**src/rtl/cla_addsub_pipe.sv**
```systemverilog
// -----------------------------------------------------------------------------
// cla_addsub_pipe
//
// Pipelined carry-lookahead adder/subtractor with a valid/ready stream
// interface. A WIDTH-bit operation is split into NSEG = WIDTH/SEG_W segments.
// Stage k resolves segment k with a chain of 4-bit lookahead groups, and the
// carry out of each segment is registered on its way to the next stage. Operand
// bits for later segments travel with the beat, and finished sum bits travel
// forward, so a new beat can enter every clock.
//
// Parameters
//   WIDTH  operand/result width, a multiple of SEG_W
//   SEG_W  bits resolved per stage, a multiple of 4
//
// Ports
//   clk        rising-edge clock
//   reset      asynchronous, active-high reset; discards every in-flight beat
//   in_valid   operand beat valid
//   in_ready   block can accept a beat this cycle
//   op         0 = add (a + b + ci), 1 = subtract (a - b - ci)
//   a, b       operands
//   ci         carry-in for add, borrow-in for subtract
//   out_valid  result beat valid
//   out_ready  downstream accepts the result
//   s          WIDTH-bit result
//   co         carry out of the MSB (for subtract, 1 = no borrow)
//   ovf        two's-complement signed overflow
//   zero       s == 0
//
// Latency is NSEG register stages with no stalls; throughput is one beat/clock.
// -----------------------------------------------------------------------------
module cla_addsub_pipe #(
  parameter int WIDTH = 64,
  parameter int SEG_W = 32
) (
  input  logic             clk,
  input  logic             reset,
  input  logic             in_valid,
  output logic             in_ready,
  input  logic             op,
  input  logic [WIDTH-1:0] a,
  input  logic [WIDTH-1:0] b,
  input  logic             ci,
  output logic             out_valid,
  input  logic             out_ready,
  output logic [WIDTH-1:0] s,
  output logic             co,
  output logic             ovf,
  output logic             zero
);

  localparam int NSEG = WIDTH / SEG_W;
  localparam int NGRP = SEG_W / 4;

  // One pipeline slot. bx is the effective addend (b or ~b) and c is the carry
  // into the next unresolved segment. The flags are only meaningful once every
  // segment has been resolved, i.e. in the last slot.
  typedef struct packed {
    logic             valid;
    logic [WIDTH-1:0] a;
    logic [WIDTH-1:0] bx;
    logic [WIDTH-1:0] sum;
    logic             c;
    logic             ovf;
    logic             zero;
  } beat_t;

  // One segment: 4-bit lookahead groups (g = x&y, p = x|y), with the group
  // carries rippling from group to group. Returns {carry_out, sum}.
  function automatic logic [SEG_W:0] seg_add(input logic [SEG_W-1:0] x,
                                             input logic [SEG_W-1:0] y,
                                             input logic             cin);
    logic [SEG_W-1:0] g;
    logic [SEG_W-1:0] p;
    logic [SEG_W:0]   c;
    g    = x & y;
    p    = x | y;
    c    = '0;
    c[0] = cin;
    for (int j = 0; j < NGRP; j++) begin
      c[4*j+1] = g[4*j] | (p[4*j] & c[4*j]);
      c[4*j+2] = g[4*j+1] | (p[4*j+1] & g[4*j]) | (p[4*j+1] & p[4*j] & c[4*j]);
      c[4*j+3] = g[4*j+2] | (p[4*j+2] & g[4*j+1]) | (p[4*j+2] & p[4*j+1] & g[4*j])
               | (p[4*j+2] & p[4*j+1] & p[4*j] & c[4*j]);
      // Group generate/propagate form of the carry out of this group.
      c[4*j+4] = (g[4*j+3] | (p[4*j+3] & g[4*j+2]) | (p[4*j+3] & p[4*j+2] & g[4*j+1])
                 | (p[4*j+3] & p[4*j+2] & p[4*j+1] & g[4*j]))
               | (p[4*j+3] & p[4*j+2] & p[4*j+1] & p[4*j] & c[4*j]);
    end
    return {c[SEG_W], x ^ y ^ c[SEG_W-1:0]};
  endfunction

  beat_t            in_beat;
  beat_t            stage_in [NSEG];
  beat_t            pipe_d   [NSEG];
  beat_t            pipe_q   [NSEG];
  logic [SEG_W:0]   seg_res;
  logic             advance;

  // The whole pipe moves together: it can shift whenever the output slot is
  // empty or being drained this cycle.
  assign advance  = ~out_valid | out_ready;
  assign in_ready = advance;

  // NOTE: every variable gets a default at the top of the block so no path
  // leaves it unassigned, which would otherwise infer a latch.
  always_comb begin
    in_beat       = '0;
    seg_res       = '0;
    in_beat.valid = in_valid;
    in_beat.a     = a;
    // Subtraction is a + ~b + ~ci: invert the addend and the borrow up front.
    in_beat.bx    = op ? ~b : b;
    in_beat.c     = op ? ~ci : ci;

    stage_in[0] = in_beat;
    for (int k = 1; k < NSEG; k++) begin
      stage_in[k] = pipe_q[k-1];
    end

    for (int k = 0; k < NSEG; k++) begin
      pipe_d[k] = stage_in[k];
      seg_res   = seg_add(stage_in[k].a[k*SEG_W +: SEG_W],
                          stage_in[k].bx[k*SEG_W +: SEG_W],
                          stage_in[k].c);
      pipe_d[k].sum[k*SEG_W +: SEG_W] = seg_res[SEG_W-1:0];
      pipe_d[k].c    = seg_res[SEG_W];
      pipe_d[k].ovf  = (stage_in[k].a[WIDTH-1] == stage_in[k].bx[WIDTH-1]) &
                       (pipe_d[k].sum[WIDTH-1] != stage_in[k].a[WIDTH-1]);
      pipe_d[k].zero = (pipe_d[k].sum == '0);
    end
  end

  // NOTE: the datapath is reset along with the valid bits because the last
  // slot drives s/co/ovf/zero directly and those must read 0 out of reset.
  always_ff @(posedge clk or posedge reset) begin
    if (reset) begin
      for (int k = 0; k < NSEG; k++) begin
        pipe_q[k] <= '0;
      end
    end else if (advance) begin
      // NOTE: non-blocking assignments so every slot loads the value its
      // predecessor held before this edge, giving a true shift.
      for (int k = 0; k < NSEG; k++) begin
        pipe_q[k] <= pipe_d[k];
      end
    end
  end

  assign out_valid = pipe_q[NSEG-1].valid;
  assign s         = pipe_q[NSEG-1].sum;
  assign co        = pipe_q[NSEG-1].c;
  assign ovf       = pipe_q[NSEG-1].ovf;
  assign zero      = pipe_q[NSEG-1].zero;

endmodule
```
**config.mk**
```make
export PLATFORM = sky130hd
export DESIGN_NAME = cla_addsub_pipe
export DESIGN_NICKNAME = d
export VERILOG_FILES = /design/src/rtl/cla_addsub_pipe.sv
export SDC_FILE = /design/constraint.sdc
export NUM_CORES = 1
export LEC_CHECK = 0
export ABC_CLOCK_PERIOD_IN_PS = 5600
export CAP_MARGIN = 20
export CORE_MARGIN = 2
export CORE_UTILIZATION = 35
export DETAILED_ROUTE_END_ITERATION = 10
export MAX_ROUTING_LAYER = met4
export PLACE_DENSITY = 0.69
export SYNTH_ARGS = -nofsm -noshare
export SYNTH_HDL_FRONTEND = slang
export SYNTH_SLANG_ARGS = --single-unit
```
**constraint.sdc**
```tcl
create_clock -name clk -period 5.6 [get_ports clk]
set_clock_uncertainty 0.1 [all_clocks]
set_input_delay 1.12 -clock clk [delete_from_list [all_inputs] [get_ports clk]]
set_output_delay 1.12 -clock clk [all_outputs]
set_load 0.01 [all_outputs]
```
==> metrics, run 1 <==
status=completed; Chip Width=183 um; Starting DRT DRC Count=528; top post-synthesis cells by area=dfrtp_1, ha_1, xor2_1, nand2_1, inv_1; Post-Syn Area=11200 um^2; setup ws final=0.618 ns; Critical Setup Path Class=reg -> reg; share of post-route cells with drive strength above 1=3.98%; main flop type after synthesis=dfrtp_1; # fillers=3045; crit path buf inv count=1; Starting Density=35.5%; final setup violating endpoints=0; Final ANT Viol Nets=0; CTS tree=yes; number of max-cap violations=0; register-to-register setup slack=0.62 ns; core area=31600 um^2; leakage power=6.63 nW; worst rel slew slack=38.4%; Reg2Reg Launch Point=pipe_d[114]; vias in the first global route=8579; Area growth, synth to finish=22.7%; final setup TNS=0 ns; post-synth top area share=37.1%; std cell rows=65; WHS=0.358 ns; CTS hold repair buffers=0; post-synthesis compound-gate area fraction=11.0%; CP startpoint=pipe_d[114]; hold_sp=pipe_d[195]; depth of the worst register-to-register path=19; final period utilization=89.0%; syn_nets=1553; maximum vdd drop=0.000205 V; largest family of logic cells by synthesized area=adder cells; Final Hold Violating Endpoints=0; Root Driver=clkbuf_16; Vias=8525; worst slack, placed=0.634 ns; RSZ-0062 raised after global routing=false; commonest non-fill, non-tap cell in the layout=nand2_1; most frequent cells in the layout=nand2_1, clkdlybuf4s50_1, dfrtp_1; Inst Count DP=1779; total power=5.00 mW; hold path cells=2; first-pass GRT wire length=44.2 mm; H-tree Lvls=4; DR DRC count=0; clock sink total=166; Post-Syn Area per Cell=8.78 um^2; clock latency on the worst-skew pair=0.44 ns; Worst-Margin Slew=0.924 ns; Placer Congestion=0.864; sequential element share of the synthesized area=37.1%; Pre-Repair DR Iteration Count=5; design area=13700 um^2; initial antenna violation count=1; Worst Path Required=5.85 ns; worst hold path type=reg -> reg; mux cell area share after synthesis=0.681%; Adder-Cell Fraction of Synth Area=17.2%; GRT Total Usage=17.3%; CP Launch Type=register; Ys Warns=0; Period minus WS final=4.98 ns; Setup crit end kind=register; Max FO, Critical Path=5; Peak Freq=0.201 GHz; vias per cell=4.71; cell family with most CP delay=simple AND/OR/NAND/NOR gates; Post-synth EDFFs=0; Worst EP arrival=5.23 ns; clock slew at reported path FFs=0.07 ns; port bufs=202; PwrDens=364 nW/um^2; dpl hpwl=20.8 mm; Avg WL per Cell=15.3 um; I/O pins=203; Clock Path Buffers=2; Post-Layout Cell Count=1811; Yosys cell types=59; TritonCTS Buffers=17; R2R Path End=zero; cts repair resizes=0; CP cell instances=inv_1 > ha_1 > or4_1 > nor3_1 > and2_1 > a32oi_1 > a21o_1 > nand2_1 > a21oi_1 > o21ai_0 > fa_1 > nor4_1 > nand4_1 > nor4_1 > nand3_1 > or4_1 > and4bb_1 > nand4_1 > o31ai_2; CP peak stage delay=0.55 ns; FFs w/ async S/R, synth=100%; critical path depth=19; post-synth top area cell=dfrtp_1; die span in y=183 um; Max Transition Viols Final=0; final core occ=43.6%; XOR/XNOR Fraction of Synth Area=8.91%; WL final=27.6 mm; CP endpoint=zero; largest net degree at the start of global routing=167; Slowest cell on crit path=or4_1; Simple-Gate Fraction of Synth Area=13.9%; fin nets=1674; Cells after Synth=1275; Post-CTS Setup Bufs=0; Synth Register Bits=166; Die Area=33400 um^2; remaining global-route overflow=0; placed cell area=13200 um^2
## worst register-to-register path: stages (launching register included)
cell and delay, ns:
dfrtp_1 0.35, inv_1 0.06, ha_1 0.20, or4_1 0.55, nor3_1 0.27, and2_1 0.18, a32oi_1 0.08, a21o_1 0.27
nand2_1 0.15, a21oi_1 0.12, o21ai_0 0.21, fa_1 0.48, nor4_1 0.31, nand4_1 0.13, nor4_1 0.35, nand3_1 0.12
or4_1 0.42, and4bb_1 0.28, nand4_1 0.11, o31ai_2 0.18
## logic make-up (layout without fill, tap and decap cells)
family | count (synthesis) | after routing
flops | 166 | 166
other cells | 0 | 1
buf+inv | 271 | 404
fa+ha+maj | 144 | 144
mux | 7 | 7
xor+xnor | 114 | 114
compound gates | 214 | 214
simple gates | 359 | 359
## sequential cells by signal, summed over array words and instances, names as in the netlist
signal / cells
pipe_d: 97
s: 64
pipe_q: 1
co: 1
zero: 1
ovf: 1
out_valid: 1
## report_power, final
part           switching, mW  internal, mW  total [mW]
Sequential             0.253          1.55        1.81
Clock                  0.535         0.668        1.20
Combinational           1.05         0.944        1.99
Total                   1.84          3.17        5.00
## layer usage
layer | wire length, um | vias to the layer above | share of wire (%) | global-route usage [%]
met4 | 597 | 0 | 2.2 | 5.60
li1 | - | 4255 | - | -
met3 | 1400 | 34 | 5.1 | 3.51
met2 | 13000 | 192 | 47 | 27.7
met1 | 12600 | 4044 | 46 | 22.1
met5 | 0 | - | 0 | -
## worst min path at each step
| stage | to |
|---|---|
| finish | pipe_d[195] |
| global route | out_valid |
| CTS | pipe_d[195] |
| detailed placement | pipe_d[195] |
| global placement | s[2] |
| floorplan | pipe_d[195] |
## cell usage after synthesis (2+ instances only)
library cell / n
o21bai_1: 10
xnor2_1: 19
nand3_1: 7
nor2_1: 71
mux2i_1: 2
nor3_1: 14
nand2b_1: 4
buf_1: 6
o21ai_1: 2
and2_1: 2
o31a_1: 2
nor4_1: 10
buf_4: 64
or4_1: 6
and3_1: 2
mux2_2: 5
ha_1: 128
a221oi_1: 3
nor4b_1: 2
a21oi_1: 74
dfrtp_1: 166
nor3b_1: 3
o21ai_0: 90
a21o_1: 2
or3_1: 2
nor2b_1: 9
o21ba_2: 2
clkbuf_1: 36
a31oi_1: 3
xor2_1: 95
a211oi_1: 3
o31ai_1: 6
and2b_1: 2
nand4_1: 7
o211ai_1: 5
inv_1: 163
fa_1: 16
nand2_1: 211
## final cells by class
class | count | area, um^2 | area share, %
diodes | 1 | 2.50 | 0.0182
well taps | 402 | 503 | 3.66
inverters | 164 | 624 | 4.54
repair buffers | 209 | 2080 | 15.2
clock buffers | 17 | 425 | 3.09
multi-input cells | 838 | 5790 | 42.1
clock inverters | 14 | 166 | 1.21
flip-flops and latches | 166 | 4150 | 30.2
Power figures use the tool's default switching activity.
==> run 2, diff against run 1 <==
SKIP_LAST_GASP = 1   (was default)
==> results of run 2 <==
No change in the layout: final DEF, timing and power equal those of run 1.
==> run 3, diff against run 2 <==
ABC_AREA = 1   (was default)
==> metrics, run 3 <==
setup ws final=0.854 ns (+0.237 ns); Inst Count DP=1881 (+5.7%); post-synth top area share=36.7% (-0.39 points); WL final=26.3 mm (-4.9%); first-pass GRT wire length=43.4 mm (-1.8%); status=completed; H-tree Lvls=4 (unchanged); Clock Path Buffers=2 (unchanged); main flop type after synthesis=dfrtp_1; Top Layer Used=met4; number of max-cap violations=0 (unchanged); Post-CTS Setup Bufs=0 (unchanged); Starting DRT DRC Count=350 (-34%); TritonCTS Buffers=17 (unchanged); Avg WL per Cell=13.7 um (-10%); clock slew at reported path FFs=0.07 ns (about the same); DR WL met3=873 um (-38%); syn_nets=1657 (+6.7%); commonest non-fill, non-tap cell in the layout=nand2_1; final setup TNS=0 ns (unchanged); hold_sp=pipe_d[195]; met2 wire len=12.6 mm (-2.8%); Pre-Repair DR Iteration Count=5 (unchanged); Slowest cell on crit path=fa_1; std cell rows=65 (unchanged); initial antenna violation count=0 (-1); Critical Setup Path Class=reg -> reg; remaining global-route overflow=0 (unchanged); Final Hold Violating Endpoints=0 (unchanged); Peak Freq=0.211 GHz (+5.0%); final period utilization=84.7% (-4.2 points); Reg2Reg Launch Point=pipe_d[101]; Root Driver=clkbuf_16; DR DRC count=0 (unchanged); cts repair resizes=0 (unchanged); register-to-register setup slack=0.85 ns (+0.24 ns); Post-synth EDFFs=0 (unchanged); leakage power=6.82 nW (+2.9%); top cells by count, synth=nand2_1, inv_1, dfrtp_1; Final ANT Viol Nets=0 (unchanged); worst rel slew slack=34.2% (-4.2 points); CTS tree=yes; most frequent cells in the layout=nand2_1, clkdlybuf4s50_1, inv_1; most frequent cell after synthesis=nand2_1; Max Transition Viols Final=0 (unchanged); fin nets=1776 (+6.1%); Die Area=33800 um^2 (+1.0%); most frequent CP cell=nand2_4; Area growth, synth to finish=22.5%; worst hold path type=reg -> reg; Cells after Synth=1379 (+8.2%); Vias=8663 (+1.6%); dpl hpwl=19.6 mm (-5.7%); Synth Register Bits=166 (unchanged); post-synth top area cell=dfrtp_1; GRT Total Usage=16.7% (-0.60 points); R2R Path End=zero; depth of the worst register-to-register path=35 (+16); Post-Layout Cell Count=1913 (+5.6%); n_diodes=0 (-1); clock sink total=166 (unchanged); Worst Hold End=out_valid; total power=4.93 mW (-1.3%); Worst EP arrival=5.01 ns (-0.22 ns); Worst Path Required=5.86 ns (about the same); FFs w/ async S/R, synth=100% (unchanged); CTS hold repair buffers=0 (unchanged); Period minus WS final=4.75 ns (-0.237 ns); Setup crit end kind=register; hold path cells=2 (unchanged); Ys Warns=0 (unchanged); core area=31700 um^2 (+0.52%); RSZ-0062 raised after global routing=false; Post-Syn Area per Cell=8.21 um^2 (-6.6%); maximum vdd drop=0.000218 V (+6.5%); die span in y=184 um (+0.52%); Placer Congestion=0.858 (-0.71%); clock latency on the worst-skew pair=0.43 ns (about the same); number of flip-flops in the largest register=97 (unchanged); CP peak stage delay=0.52 ns (-0.03 ns); CP Launch Type=register; Yosys cell types=35 (-41%); Worst-Margin Slew=0.987 ns (+0.0625 ns); Post-Syn Area=11300 um^2 (+1.1%); vias per cell=4.53 (-3.8%); vias in the first global route=8750 (+2.0%); worst slack, placed=0.746 ns (+0.112 ns); Chip Width=184 um (+0.52%); final setup violating endpoints=0 (unchanged); PwrDens=356 nW/um^2 (-2.2%); top post-synthesis cells by area=dfrtp_1, ha_1, nand2_1, inv_1, xnor2_1; port bufs=202 (unchanged); share of post-route cells with drive strength above 1=4.83% (+0.85 points); sequential element share of the synthesized area=36.7% (-0.39 points); met1 wire length=11.9 mm (-5.8%); largest net degree at the start of global routing=204 (+22%); Max FO, Critical Path=4 (-1); I/O pins=203 (unchanged); Starting Density=35.7% (+0.19 points)
==> run 3: cell types whose count changed in the layout (fill, tap and decap cells not counted), moves of 26 or more <==
| cell | delta |
|---|---|
| nor2_1 | +26 |
| xor2_1 | -74 |
| inv_1 | +33 |
| o21ai_0 | +27 |
| a21oi_1 | -46 |
| xnor2_1 | +58 |
| nand2_1 | +109 |
==> run 3: layout make-up <==
cell class	instances	area, um^2
clock buffer	19	453
clock inverter	13	143
fill	3134	17800
inverter	199	753
multi-input combinational	908	5790
sequential	166	4150
tap	402	503
timing repair buffer	206	2070
==> run 3: kinds of logic after synthesis <==
| group | count (synthesis) | synth area share [%] |
|---|---|---|
| fa+ha+maj | 144 | 17.0 |
| xor+xnor | 98 | 7.58 |
| compound gates | 164 | 7.65 |
| simple gates | 502 | 18.9 |
| flops | 166 | 36.7 |
| buf+inv | 305 | 12.2 |
==> run 3: report_power, final <==
group          switching [mW]  internal [mW]  total (mW)
Clock                   0.519          0.688        1.21
Combinational            1.03          0.908        1.94
Sequential              0.239           1.55        1.79
Total                    1.79           3.14        4.93
==> run 3: worst max path at each step <==
stage,start,slack (ns),cells past startpoint,end
final,pipe_d[101],0.85,35,zero
after CTS,pipe_d[101],0.72,35,zero
after global routing,pipe_d[101],0.39,37,zero
after floorplan,op,1.32,21,pipe_d[32]
after global placement,pipe_d[101],0.80,35,zero
after detailed placement,pipe_d[101],0.75,35,zero
==> run 3: through the flow <==
| stage | hold WS, ns | cell area, um^2 | utilization, % |
|---|---|---|---|
| after global routing | 0.380 | 13900 | 43.7 |
| after global placement | 0.327 | 13300 | 41.8 |
| after detailed placement | 0.335 | 13300 | 41.8 |
| after floorplan | 0.320 | 11300 | - |
| after CTS | 0.350 | 13900 | 43.7 |
| final | 0.363 | 13900 | 43.7 |
==> run 3: per-layer routing <==
layer  track usage (%)  up-vias
met5                 -        -
met4              6.82        0
met1              20.0     4060
met3              3.21       36
li1                  -     4416
met2              27.7      151
==> run 3: critical path, delay by kind of cell (launching register included) <==
kind	cells	cell delay (ns)
adders and majority gates	2	0.76
buffers and inverters	3	0.19
DFF	1	0.38
and+or+nand+nor	30	3.25
